$ cat config.mk
export PLATFORM = sky130hd
export DESIGN_NAME = store_buffer
export DESIGN_NICKNAME = d
export VERILOG_FILES = /design/src/rtl/store_buffer_pkg.sv /design/src/rtl/sb_addr_match.sv /design/src/rtl/store_buffer.sv
export SDC_FILE = /design/constraint.sdc
export NUM_CORES = 1
export LEC_CHECK = 0
export BUFFER_PORTS_ARGS = -buffer_cell sky130_fd_sc_hd__buf_4
export CAP_MARGIN = 20
export CORE_MARGIN = 1
export CORE_UTILIZATION = 55
export CTS_BUF_LIST = sky130_fd_sc_hd__clkbuf_8
export DETAILED_ROUTE_END_ITERATION = 8
export PLACE_DENSITY = 0.77
export SYNTH_ARGS = -nofsm -noshare
export SYNTH_HDL_FRONTEND = slang
export SYNTH_SLANG_ARGS = --single-unit
$ cat constraint.sdc
create_clock -name clk -period 3.6 [get_ports clk]
set_clock_uncertainty 0.1 [all_clocks]
set_input_delay 0.72 -clock clk [delete_from_list [all_inputs] [get_ports clk]]
set_output_delay 0.72 -clock clk [all_outputs]
set_load 0.1 [all_outputs]
$ cat src/rtl/store_buffer_pkg.sv
// Shared memory-interface constants for the store buffer.
// Holds the byte-lane count, the word-offset width, the mask and data widths,
// and a lane-merge helper.
package store_buffer_pkg;

  localparam int LANES  = 4;          // byte lanes per data word
  localparam int WOFF_W = 2;          // byte-offset bits inside a word
  localparam int MASK_W = LANES;      // one byte-enable per lane
  localparam int DATA_W = 8 * LANES;  // data word width

  // Overwrite the lanes of old_data that are selected by mask with new_data.
  function automatic logic [DATA_W-1:0] merge_lanes(
    input logic [DATA_W-1:0] old_data,
    input logic [DATA_W-1:0] new_data,
    input logic [MASK_W-1:0] mask
  );
    logic [DATA_W-1:0] r;
    r = old_data;
    for (int i = 0; i < LANES; i++) begin
      if (mask[i]) r[8*i +: 8] = new_data[8*i +: 8];
    end
    return r;
  endfunction

endpackage

$ cat src/rtl/sb_addr_match.sv
// DEPTH-wide word-address comparator.
// Compares one word address against every entry address and returns a hit
// vector. Each bit is gated by the matching entry's valid bit.
//   addr        : word address to look up
//   entry_addr  : packed array of entry word addresses
//   entry_valid : per-entry qualifier
//   hit         : per-entry match vector
module sb_addr_match #(
  parameter int DEPTH = 4,
  parameter int WAW   = 30
) (
  input  logic [WAW-1:0]            addr,
  input  logic [DEPTH-1:0][WAW-1:0] entry_addr,
  input  logic [DEPTH-1:0]          entry_valid,
  output logic [DEPTH-1:0]          hit
);

  always_comb begin
    hit = '0;
    for (int i = 0; i < DEPTH; i++) begin
      hit[i] = entry_valid[i] && (entry_addr[i] == addr);
    end
  end

endmodule

$ cat src/rtl/store_buffer.sv
// Posted-write store buffer.
// This is an in-order circular FIFO of byte-masked word stores. Entries leave
// it through a valid/ready memory port. A load whose word matches any pending
// entry is stalled.
// Optional feature macro: STORE_BUF_MERGE_EN. When it is defined, a store to
// the same word as the most recent entry is merged into that entry.
// Ports:
//   clk, rst_n                        clock, async active-low reset
//   in_valid/in_ready                 store request handshake
//   in_addr/in_data/in_mask           store byte address, lane data, byte enables
//   mem_req_valid/mem_req_ready       head-entry drain handshake
//   mem_addr/mem_wdata/mem_wmask      head entry contents
//   ld_check_valid/ld_check_addr      load hazard probe
//   ld_stall                          load word matches a pending entry
//   count, empty                      occupancy
module store_buffer
  import store_buffer_pkg::*;
#(
  parameter int DEPTH  = 4,
  parameter int AWIDTH = 32
) (
  input  logic                     clk,
  input  logic                     rst_n,
  input  logic                     in_valid,
  output logic                     in_ready,
  input  logic [AWIDTH-1:0]        in_addr,
  input  logic [DATA_W-1:0]        in_data,
  input  logic [MASK_W-1:0]        in_mask,
  output logic                     mem_req_valid,
  input  logic                     mem_req_ready,
  output logic [AWIDTH-1:0]        mem_addr,
  output logic [DATA_W-1:0]        mem_wdata,
  output logic [MASK_W-1:0]        mem_wmask,
  input  logic                     ld_check_valid,
  input  logic [AWIDTH-1:0]        ld_check_addr,
  output logic                     ld_stall,
  output logic [$clog2(DEPTH):0]   count,
  output logic                     empty
);

  localparam int PW  = $clog2(DEPTH);
  localparam int WAW = AWIDTH - WOFF_W;
  localparam logic [PW:0] FULL_COUNT = (PW+1)'(DEPTH);

  logic [DEPTH-1:0][WAW-1:0]    ent_addr;
  logic [DEPTH-1:0][DATA_W-1:0] ent_data;
  logic [DEPTH-1:0][MASK_W-1:0] ent_mask;
  logic [DEPTH-1:0]             ent_valid;
  logic [PW-1:0]                head, tail;

  logic           full, pop, has_bytes, accept, alloc, merge_hit;
  logic [WAW-1:0] in_word;
  logic [DEPTH-1:0] ld_hit;

  // The byte offsets are ignored by design. Only the word addresses matter.
  logic unused_offset_bits;
  assign unused_offset_bits = ^{in_addr[WOFF_W-1:0], ld_check_addr[WOFF_W-1:0]};

  assign in_word   = in_addr[AWIDTH-1:WOFF_W];
  assign has_bytes = |in_mask;
  assign full      = (count == FULL_COUNT);
  assign empty     = (count == '0);
  assign pop       = mem_req_valid && mem_req_ready;

  // An entry that is being popped this cycle is still valid here, so it still
  // stalls the load. A store pushed in this same cycle is not yet valid.
  sb_addr_match #(.DEPTH(DEPTH), .WAW(WAW)) u_ld_match (
    .addr        (ld_check_addr[AWIDTH-1:WOFF_W]),
    .entry_addr  (ent_addr),
    .entry_valid (ent_valid),
    .hit         (ld_hit)
  );
  assign ld_stall = ld_check_valid && |ld_hit;

`ifdef STORE_BUF_MERGE_EN
  logic [PW-1:0]    last;
  logic [DEPTH-1:0] tail_hit;
  logic             merge_cand;

  assign last = tail - 1'b1;

  sb_addr_match #(.DEPTH(DEPTH), .WAW(WAW)) u_tail_match (
    .addr        (in_word),
    .entry_addr  (ent_addr),
    .entry_valid (ent_valid & (DEPTH'(1) << last)),
    .hit         (tail_hit)
  );

  assign merge_cand = has_bytes && |tail_hit;
  // The newest entry can only be the one leaving when it is the sole entry.
  // The buffer is then not full, so in_ready uses merge_cand. This keeps
  // mem_req_ready out of the in_ready path.
  assign merge_hit  = merge_cand && !(pop && count == (PW+1)'(1));
  assign in_ready   = !full || merge_cand;
`else
  assign merge_hit  = 1'b0;
  assign in_ready   = !full;
`endif

  assign accept = in_valid && in_ready;
  assign alloc  = accept && has_bytes && !merge_hit;

  // Outputs are forced to zero when the buffer is empty. The payload storage
  // is never reset, so it must not show through.
  assign mem_req_valid = !empty;
  assign mem_addr      = mem_req_valid ? {ent_addr[head], {WOFF_W{1'b0}}} : '0;
  assign mem_wdata     = mem_req_valid ? ent_data[head] : '0;
  assign mem_wmask     = mem_req_valid ? ent_mask[head] : '0;

  // NOTE: Sequential state uses non-blocking assignments. Every flop then
  // samples pre-edge values, whatever order the statements are in.
  always_ff @(posedge clk or negedge rst_n) begin
    if (!rst_n) begin
      head      <= '0;
      tail      <= '0;
      count     <= '0;
      ent_valid <= '0;
    end else begin
      if (pop) begin
        ent_valid[head] <= 1'b0;
        head            <= head + 1'b1;
      end
      if (alloc) begin
        ent_valid[tail] <= 1'b1;
        tail            <= tail + 1'b1;
      end
      unique case ({alloc, pop})
        2'b10:   count <= count + 1'b1;
        2'b01:   count <= count - 1'b1;
        default: count <= count;
      endcase
    end
  end

  // NOTE: The payload array has no reset. Its validity is tracked by
  // ent_valid and count. Leaving it unreset keeps it a plain register file.
  always_ff @(posedge clk) begin
    if (alloc) begin
      ent_addr[tail] <= in_word;
      ent_data[tail] <= in_data;
      ent_mask[tail] <= in_mask;
    end
`ifdef STORE_BUF_MERGE_EN
    else if (accept && merge_hit) begin
      ent_data[last] <= merge_lanes(ent_data[last], in_data, in_mask);
      ent_mask[last] <= ent_mask[last] | in_mask;
    end
`endif
  end

endmodule

Yosys cells after proc, flatten, opt, wreduce, memory -nomap -nowiden --
Index checks and enable logic that the tools add are counted. W data, S select, Z words.
Word-level totals: bits in registers 275, input port bits 105, output and inout port bits 75
Operators by class: muxes and demuxes 25, $add $sub $neg 4, reductions and logical operators 16, magnitude comparators 4, eq/ne operators 7, bitwise operators 3
Operator list (count):
- $bwmux W128 | 1
- $mux W32 | 4
- $bwmux W120 | 1
- $eq A30 B30 Y1 | 4
- $bmux W32 S2 | 1
- $demux W32 S2 | 1
- $bmux W30 S2 | 1
- $demux W30 S2 | 1
- $mux W30 | 2
- $mux W4 | 5
- $bwmux W16 | 1
- $logic_and A1 B1 Y1 | 10
- $bmux W4 S2 | 1
- $demux W4 S2 | 1
- $reduce_or A4 Y1 | 2
- $lt A2 B3 Y1 const B | 2
- $pmux W3 S2 | 1
- $add A2 B1 Y2 const B | 2
- $and A4 B4 Y4 | 1
- $demux W1 S2 | 2
- $ge A2 B1 Y1 const B | 2
- $not A4 Y4 | 1
- $or A4 B4 Y4 | 1
- $add A3 B1 Y3 const B | 1
- 8 further kinds | 10

Depth between registers and ports, before layout --
Gate-level depths: netlist of run 1.
depth in word-level cells 9, mapped depth 9

Hierarchy --
Synthesis of run 1 repeated with hierarchy kept, for this count alone.
Unflattened totals: cells, all modules 658, area, all modules 12164.2 um^2
By module, submodules not included:
- store_buffer | area each 10674.0 um^2, cells an instance 483, times used 1, seq. area each 8202.9 um^2
- sb_addr_match | area each 1490.2 um^2, cells an instance 175, times used 1, seq. area each 0.0 um^2

Worst setup path before layout of run 1 --
OpenSTA, ideal clock, no wires.
path kind input -> output, start input ld_check_addr[10], end output ld_stall, required time 2.780 ns, slack -0.427 ns, data arrival time 3.207 ns, cell stages on the path 6, path through clkbuf_1 -> xnor2_1 -> nand4_1 -> nor4_1 -> nand4_1 -> a41oi_1
Between the ends: longest elaborated chain between the ends 4, elaborated cells between the ends (all ways) 10, classes of those cells 4 x eq/ne; 6 x reduce/logical
Ends and longest elaborated chain:
- from (decl) | line store_buffer.sv:35 | input logic [AWIDTH-1:0] ld_check_addr,
- $eq A30 B30 Y1 | line sb_addr_match.sv:21 | hit[i] = entry_valid[i] && (entry_addr[i] == addr);
- $logic_and A1 B1 Y1 | line sb_addr_match.sv:21
- $reduce_or A4 Y1 * | line store_buffer.sv:73 | assign ld_stall = ld_check_valid && |ld_hit;
- $logic_and A1 B1 Y1 * | line store_buffer.sv:73
- to (decl) | line store_buffer.sv:36 | output logic ld_stall,
Mark *: on every way between the ends. The rest lies on a longest branch, timed or not.

Final worst setup path of run 1 --
start register head[0], end output mem_wdata[22]
Between the ends: longest elaborated chain between the ends 3
Ends and longest elaborated chain:
- from (decl) | line store_buffer.sv:49 | logic [PW-1:0] head, tail;
- from (signal assigned) | line store_buffer.sv:121 | head <= head + 1'b1;
- $bmux W32 S2 | line store_buffer.sv:107 | assign mem_wdata = mem_req_valid ? ent_data[head] : '0;
- $mux W32 (implied by the code) | line store_buffer.sv:107
- $mux W32 | line store_buffer.sv:107
- to (decl) | line store_buffer.sv:32 | output logic [DATA_W-1:0] mem_wdata,
No other way between the ends. The select of a mux whose other input is x is not followed.

==> impl_metrics.ini, run 1 <==
[run_status]
outcome = complete, no violations

[sta]
tns_ns = 0
finalSetupViolCount = 0
drv_slew = 0
relSlewSlack = 0.552
max_freq_ghz = 0.305
worstMarginPinSlew_ns = 0.672
rsz0062_at_grt = false
fin_ws_ns = 0.318
hold_violations = 0
period_minus_slack_ns = 3.28
fin_crit_sh = 0.912

[global_route]
grt-ovfl-total = 0
grtUsageTotal = 0.244
grt_max_degree = 44
grt_pass1_wl_um = 39600
antenna_found_initial = 0
grt_pass1_vias = 6948

[place]
place_congestion = 0.941
port-buffer-count = 173
place_area_um2 = 13600
dp_hpwl_um = 18200
dp_slack_ns = 0.470

[run]
cap_violations = 0

[synthesis]
synthArstFlopShare = 0.0400
synth-seq-cells = 275
yosysUniqueCellTypes = 28
syn_area_per_cell_um2 = 18.2
synth_warnings = 0
synth.most_common_cell = edfxtp_1
yosysSeqAreaShare = 0.683
synthCells = 659
synth_area_leaders = edfxtp_1 (66%), mux4_2 (12%), xnor2_1 (5.8%)
synth_ff_type = edfxtp_1
yosys-top-cells-count = edfxtp_1 (264), xnor2_1 (79), and2_1 (71)
synth_edf_count = 264
synth.top_cell.area_share = 0.660
synth_area_um2 = 12000
yosysTopAreaCell = edfxtp_1

[route]
drt_pass1_iterations = 5
drc_errors = 0
via_per_inst = 5.64
vias = 6532
antenna_left = 0
wl_per_cell_um = 22.8
wl_um = 26500
first_iter_violations = 431

[worst_setup_path]
cp_cell_sequence = buf_12, mux4_2, and2_1, buf_4
end_kind = output pin
startpoint_type = flip-flop
max_stage_delay_ns = 0.68
crit_required_ns = 2.78
critical_path.max_fanout = 21
r2r_start = count[0]
r2r_slack_ns = 1.12
arrival_ns = 2.46
cpLargestDelayFamily = flip-flops
ff2ff_path_depth = 4
critPathKind = flip-flop to output pin
crit_slowest_cell = dfrtp_4
path_buf_inv = 2
r2r_end = ent_data[119]

[clock_tree]
clk_pin_slew_ns = 0.07
clock_latency_ns = 0.52
cts_tree = done
post-cts-setup-buffers = 0
cts.sinks = 275
cts_buffers = 43
clockBufferDepth = 3
cts_max_level = 2
cts_root_buf = clkbuf_8

[cells_and_area]
postLayoutCellArea_um2 = 14400
nets = 970
area_delta_synth_final_pct = 19.7
drive_above_1_share = 0.357
antenna_cells = 0

[min_path]
worstHoldStart = in_addr[23]
min_to = ent_addr[111]
min_path_type = input port to flip-flop
whs_path_depth = 1

[floorplan]
num_rows = 53
die_w_um = 150
initial_core_util = 0.566
fp.dieH_um = 150
coreArea_um2 = 21200
io_pins = 180
dieArea_um2 = 22400
## cell usage in the layout, fill, tap and decap left out, drive strengths merged
master       count
nand4           24
nor4            16
clkinv          15
dlygate4sd3      1
mux4            66
xor2            46
inv             23
dfrtp           11
conb             2
a41oi            1
clkbuf          45
xnor2           79
edfxtp         264
or3              1
mux2i            1
a21o             4
ha               9
o21ai            2
nor2             2
and2            71
a21oi            1
o41ai            1
nand2            7
fa               1
buf            190
## per-stage QoR
step           cells  utilization  hold slack, ns
3_3_place_gp    1084        0.642           0.377
2_1_floorplan    660            -           0.324
6_report        1158        0.677           0.281
5_1_grt         1158        0.677           0.248
4_1_cts         1158        0.677           0.237
3_5_place_dp    1084        0.642           0.396
## per-layer routing
| layer | vias to the layer above | global-route usage | wire (um) |
|---|---|---|---|
| li1 | 2911 | - | - |
| met1 | 3307 | 0.321 | 10500 |
| met2 | 273 | 0.403 | 13200 |
| met3 | 41 | 0.0640 | 2270 |
| met4 | 0 | 0.0712 | 508 |
| met5 | - | 0 | 0 |
## repair_timing
action	4_1_cts	5_1_grt
endpoints found under the hold margin	11	0
gates resized for setup	0	0
hold buffers	1	0
## cell type report
type | instances | area (um2)
clock buffer | 45 | 619
clock inverter | 28 | 113
fill | 1446 | 6850
inverter | 10 | 37.5
multi-input combinational | 334 | 3540
sequential | 275 | 8210
tap | 275 | 344
timing repair buffer | 191 | 1510
## cell families (layout without fill, tap and decap cells)
family                   count (synthesis)  after routing  synth area share
flip-flops                             275            275             0.683
multiplexers                            67             67             0.125
XOR/XNOR                               125            125            0.0911
adder cells (fa/ha/maj)                 10             10            0.0110
other                                    1              2          0.000312
buffers and inverters                   51            274            0.0238
AND/OR/NAND/NOR                        121            121            0.0611
AO/OA/AOI/OAI                            9              9           0.00521
## sequential cells by signal (all words and copies together), names as in the netlist
name       flops
ent_data     128
ent_addr     120
ent_mask      16
ent_valid      4
count          3
head           2
tail           2
## worst max-delay path by stage
| stage | startpoint | endpoint | slack [ns] | depth (start not counted) |
|---|---|---|---|---|
| 5_1_grt | ent_addr[36] | ld_stall | 0.14 | 6 |
| 4_1_cts | head[0] | mem_wdata[22] | 0.24 | 4 |
| 2_1_floorplan | count[0] | mem_wdata[26] | 0.16 | 3 |
| 3_3_place_gp | ld_check_addr[5] | ld_stall | 0.50 | 7 |
| 6_report | head[0] | mem_wdata[22] | 0.32 | 4 |
| 3_5_place_dp | ld_check_addr[5] | ld_stall | 0.47 | 7 |
Power of run 1 is left out: the tool's default activity adds up to more than one toggle a clock period on the data nets, which glitch-free logic cannot reach.
==> inputs of run 2 (changes only) <==
MAX_ROUTING_LAYER = met4   (was default)
==> impl_metrics.ini, run 2 (synthesis gave the netlist of run 1 again) <==
[sta]
worstMarginPinSlew_ns = 0.676
period_minus_slack_ns = 3.30
max_freq_ghz = 0.303
finalSetupViolCount = 0
relSlewSlack = 0.550
drv_slew = 0
hold_violations = 0
rsz0062_at_grt = false
fin_crit_sh = 0.917
tns_ns = 0

[global_route]
grt_max_degree = 44
grt_pass1_wl_um = 39500
grtUsageTotal = 0.252
antenna_found_initial = 0
grt-ovfl-total = 0
grt_pass1_vias = 6978

[cells_and_area]
final_common_cell = edfxtp_1
postLayoutCellArea_um2 = 14400
top_regs = ent_data: 128 flops, ent_addr: 120 flops, ent_mask: 16 flops
drive_above_1_share = 0.357
nets = 970
antenna_cells = 0
area_delta_synth_final_pct = 19.7
top_register = ent_data
mostFrequentLayoutCells = edfxtp_1 (264), buf_4 (184), xnor2_1 (79), and2_1 (67), mux4_2 (66)
largest_reg_flops = 128

[clock_tree]
cts.sinks = 275
clockBufferDepth = 3
clock_latency_ns = 0.52
cts_root_buf = clkbuf_8
post-cts-setup-buffers = 0
cts_max_level = 2
clk_pin_slew_ns = 0.07
cts_tree = done
cts_buffers = 43

[route]
wl_um = 26400
via_per_inst = 5.67
antenna_left = 0
drt_pass1_iterations = 5
wl_per_cell_um = 22.8
drc_errors = 0
first_iter_violations = 438
vias = 6565

[floorplan]
fp.dieH_um = 150
die_w_um = 150
dieArea_um2 = 22400
initial_core_util = 0.566
io_pins = 180
num_rows = 53
coreArea_um2 = 21200

[worst_setup_path]
critPathKind = flip-flop to output pin
crit_required_ns = 2.78
critical_path.max_fanout = 2
r2r_slack_ns = 1.13
arrival_ns = 2.48
end_kind = output pin
startpoint_type = flip-flop

[place]
place_area_um2 = 13600
dp_hpwl_um = 18200
port-buffer-count = 173
place_congestion = 0.958

[run]
cap_violations = 0

[run_status]
outcome = complete, no violations

[min_path]
min_path_type = input port to flip-flop
[run 2: cell counts in the layout (fill, tap and decap cells not counted)]
Identical to the previous run, type by type.
[run 2: critical path, stage by stage (launching register included)]
cell	delay, ns
edfxtp_1	0.39
xnor2_1	0.25
nand4_1	0.21
nor4_1	0.37
nand4_1	0.16
a41oi_2	0.23
buf_4	0.34
[run 2: worst paths after layout]
check                           cells after the start            end          from
max in group asynchronous                           2        head[0]         rst_n
worst min register to register                      1   ent_valid[0]  ent_valid[0]
min in group asynchronous                           2       count[1]         rst_n
worst max-delay path                                6       ld_stall  ent_addr[63]
worst min-delay path                                1  ent_addr[111]   in_addr[23]
worst max register to register                      4  ent_data[114]      count[0]
[run 2: metal layers]
metal  wire [um]  track usage
met4         508       0.0712
met5           0            -
met3        2340       0.0631
met1       10400        0.322
met2       13100        0.402
[run 2: cell type report]
type	count	area (um2)
Inverter	10	37.5
Sequential cell	275	8210
Tap cell	275	344
Clock buffer	45	619
Multi-Input combinational cell	334	3540
Clock inverter	28	113
Timing Repair Buffer	191	1510
Fill cell	1446	6850
[run 2: repair_timing]
action / in CTS / in global routing
hold buffers: 1 / 0
resized for setup: 0 / 0
hold endpoints to repair: 11 / 0
[run 2: stage by stage]
| step | hold WS, ns | instances | util | worst slack, ns |
|---|---|---|---|---|
| 2_1_floorplan | 0.324 | 660 | - | 0.158 |
| 3_3_place_gp | 0.377 | 1084 | 0.642 | 0.505 |
| 3_5_place_dp | 0.396 | 1084 | 0.642 | 0.470 |
| 4_1_cts | 0.237 | 1158 | 0.677 | 0.242 |
| 5_1_grt | 0.248 | 1158 | 0.677 | 0.141 |
| 6_report | 0.279 | 1158 | 0.677 | 0.300 |
Power of run 2 is left out for the same reason.
==> inputs of run 3 (changes only) <==
BUFFER_PORTS_ARGS = default   (was -buffer_cell sky130_fd_sc_hd__buf_4)
DONT_BUFFER_PORTS = 1   (was default)
PLACE_DENSITY = 0.7   (was 0.77)
==> impl_metrics.ini, run 3 (synthesis gave the netlist of run 1 again) <==
[floorplan]
io_pins = 180
fp.dieH_um = 150
initial_core_util = 0.566
coreArea_um2 = 21200
die_w_um = 150
dieArea_um2 = 22400
num_rows = 53

[run_status]
outcome = complete, no violations

[route]
antenna_left = 0
via_per_inst = 5.85
first_iter_violations = 425
wl_um = 26000
drc_errors = 0
vias = 6172
wl_per_cell_um = 24.6
drt_pass1_iterations = 5

[global_route]
grt-ovfl-total = 0
grt_max_degree = 70
grtUsageMet1 = 0.291
met3_usage = 0.102
grt_pass1_wl_um = 38500
grt_use_met2 = 0.389
grt_pass1_vias = 6592
grtUsageTotal = 0.246
grt_busiest_layer = met2
antenna_found_initial = 0

[clock_tree]
cts_max_level = 2
cts_tree = done
cts_buffers = 45
cts-hold-fix-buffers = 1
clockBufferDepth = 3
post-cts-setup-buffers = 0
cts_root_buf = clkbuf_8
cts.sinks = 275
clk_pin_slew_ns = 0.06
cts_resized = 0
clock_latency_ns = 0.54

[cells_and_area]
regArea_um2 = 8210
fillers = 1445
drive_above_1_share = 0.271
mostFrequentLayoutCells = edfxtp_1 (264), xnor2_1 (79), and2_1 (67), mux4_2 (66), buf_4 (49)
nets = 868
top_register = ent_data
multi_input_area_um2 = 3550
area_delta_synth_final_pct = 16.7
antenna_cells = 0
final_common_cell = edfxtp_1
top_regs = ent_data: 128 flops, ent_addr: 120 flops, ent_mask: 16 flops
largest_reg_flops = 128

[worst_setup_path]
critical_path.max_fanout = 21
cp_cell_sequence = buf_4, mux4_2, and2_1, buf_4
r2r_start = count[0]
crit_required_ns = 2.78
max_stage_delay_ns = 0.73
r2r_end = count[2]
arrival_ns = 2.57
ff2ff_path_depth = 9
startpoint_type = flip-flop
critPathKind = flip-flop to output pin
path_common_cell = buf_4
r2r_slack_ns = 0.66
crit_slowest_cell = dfrtp_4
end_kind = output pin

[sta]
relSlewSlack = 0.313
hold_violations = 0
rsz0062_at_grt = false
worstMarginPinSlew_ns = 1.03
max_freq_ghz = 0.295
finalSetupViolCount = 0
fin_crit_sh = 0.942
period_minus_slack_ns = 3.39
tns_ns = 0
drv_slew = 0

[place]
port-buffer-count = 0
dp_hpwl_um = 17200
place_congestion = 0.863

[min_path]
min_to = ent_addr[39]
min_path_type = input port to flip-flop
whs_path_depth = 0
worstHoldStart = in_addr[11]

[run]
cap_violations = 0
-- run 3: cell count changes in the layout (fill, tap and decap cells not counted), sizes merged --
cell	previous run	this run
buf	190	86
clkbuf	45	48
inv	23	28
clkinvlp	0	1
clkinv	15	7
-- run 3: area by class of cell --
| class | instances | share of cell area |
|---|---|---|
| Inverter | 10 | 0.00268 |
| Tap cell | 275 | 0.0245 |
| Clock buffer | 48 | 0.0471 |
| Timing Repair Buffer | 87 | 0.0798 |
| Multi-Input combinational cell | 334 | 0.253 |
| Clock inverter | 26 | 0.00741 |
| Sequential cell | 275 | 0.585 |
-- run 3: routing by layer --
metal	routed length, um	vias up
met5	0	-
met4	508	0
met3	3030	42
met2	13000	296
met1	9430	3127
li1	-	2707
-- run 3: worst max path at each step --
| stage | startpoint | to | cells after the start |
|---|---|---|---|
| CTS | head[0] | mem_addr[6] | 4 |
| floorplan | count[0] | mem_wdata[26] | 3 |
| finish | head[0] | mem_addr[6] | 4 |
| global route | head[0] | mem_addr[6] | 4 |
| detailed placement | count[0] | count[2] | 9 |
| global placement | ld_check_addr[13] | ld_stall | 6 |
-- run 3: critical path, delay by kind of cell, from the launching register on --
family | cells | cell delay (ns)
muxes | 1 | 0.52
and+or+nand+nor | 1 | 0.21
DFF | 1 | 0.73
buffers and inverters | 2 | 0.56
-- run 3: through the flow --
step                      instances  cell area [um2]  worst slack, ns   util  hold slack [ns]
final                          1055            14000            0.210  0.661            0.156
after detailed placement        980            13200            0.572  0.624            0.325
after global routing           1055            14000           0.0566  0.661            0.128
after floorplan                 660            12000            0.158      -            0.324
after CTS                      1055            14000            0.124  0.661            0.119
after global placement          980            13200            0.614  0.624            0.325
Power of run 3 is left out for the same reason.
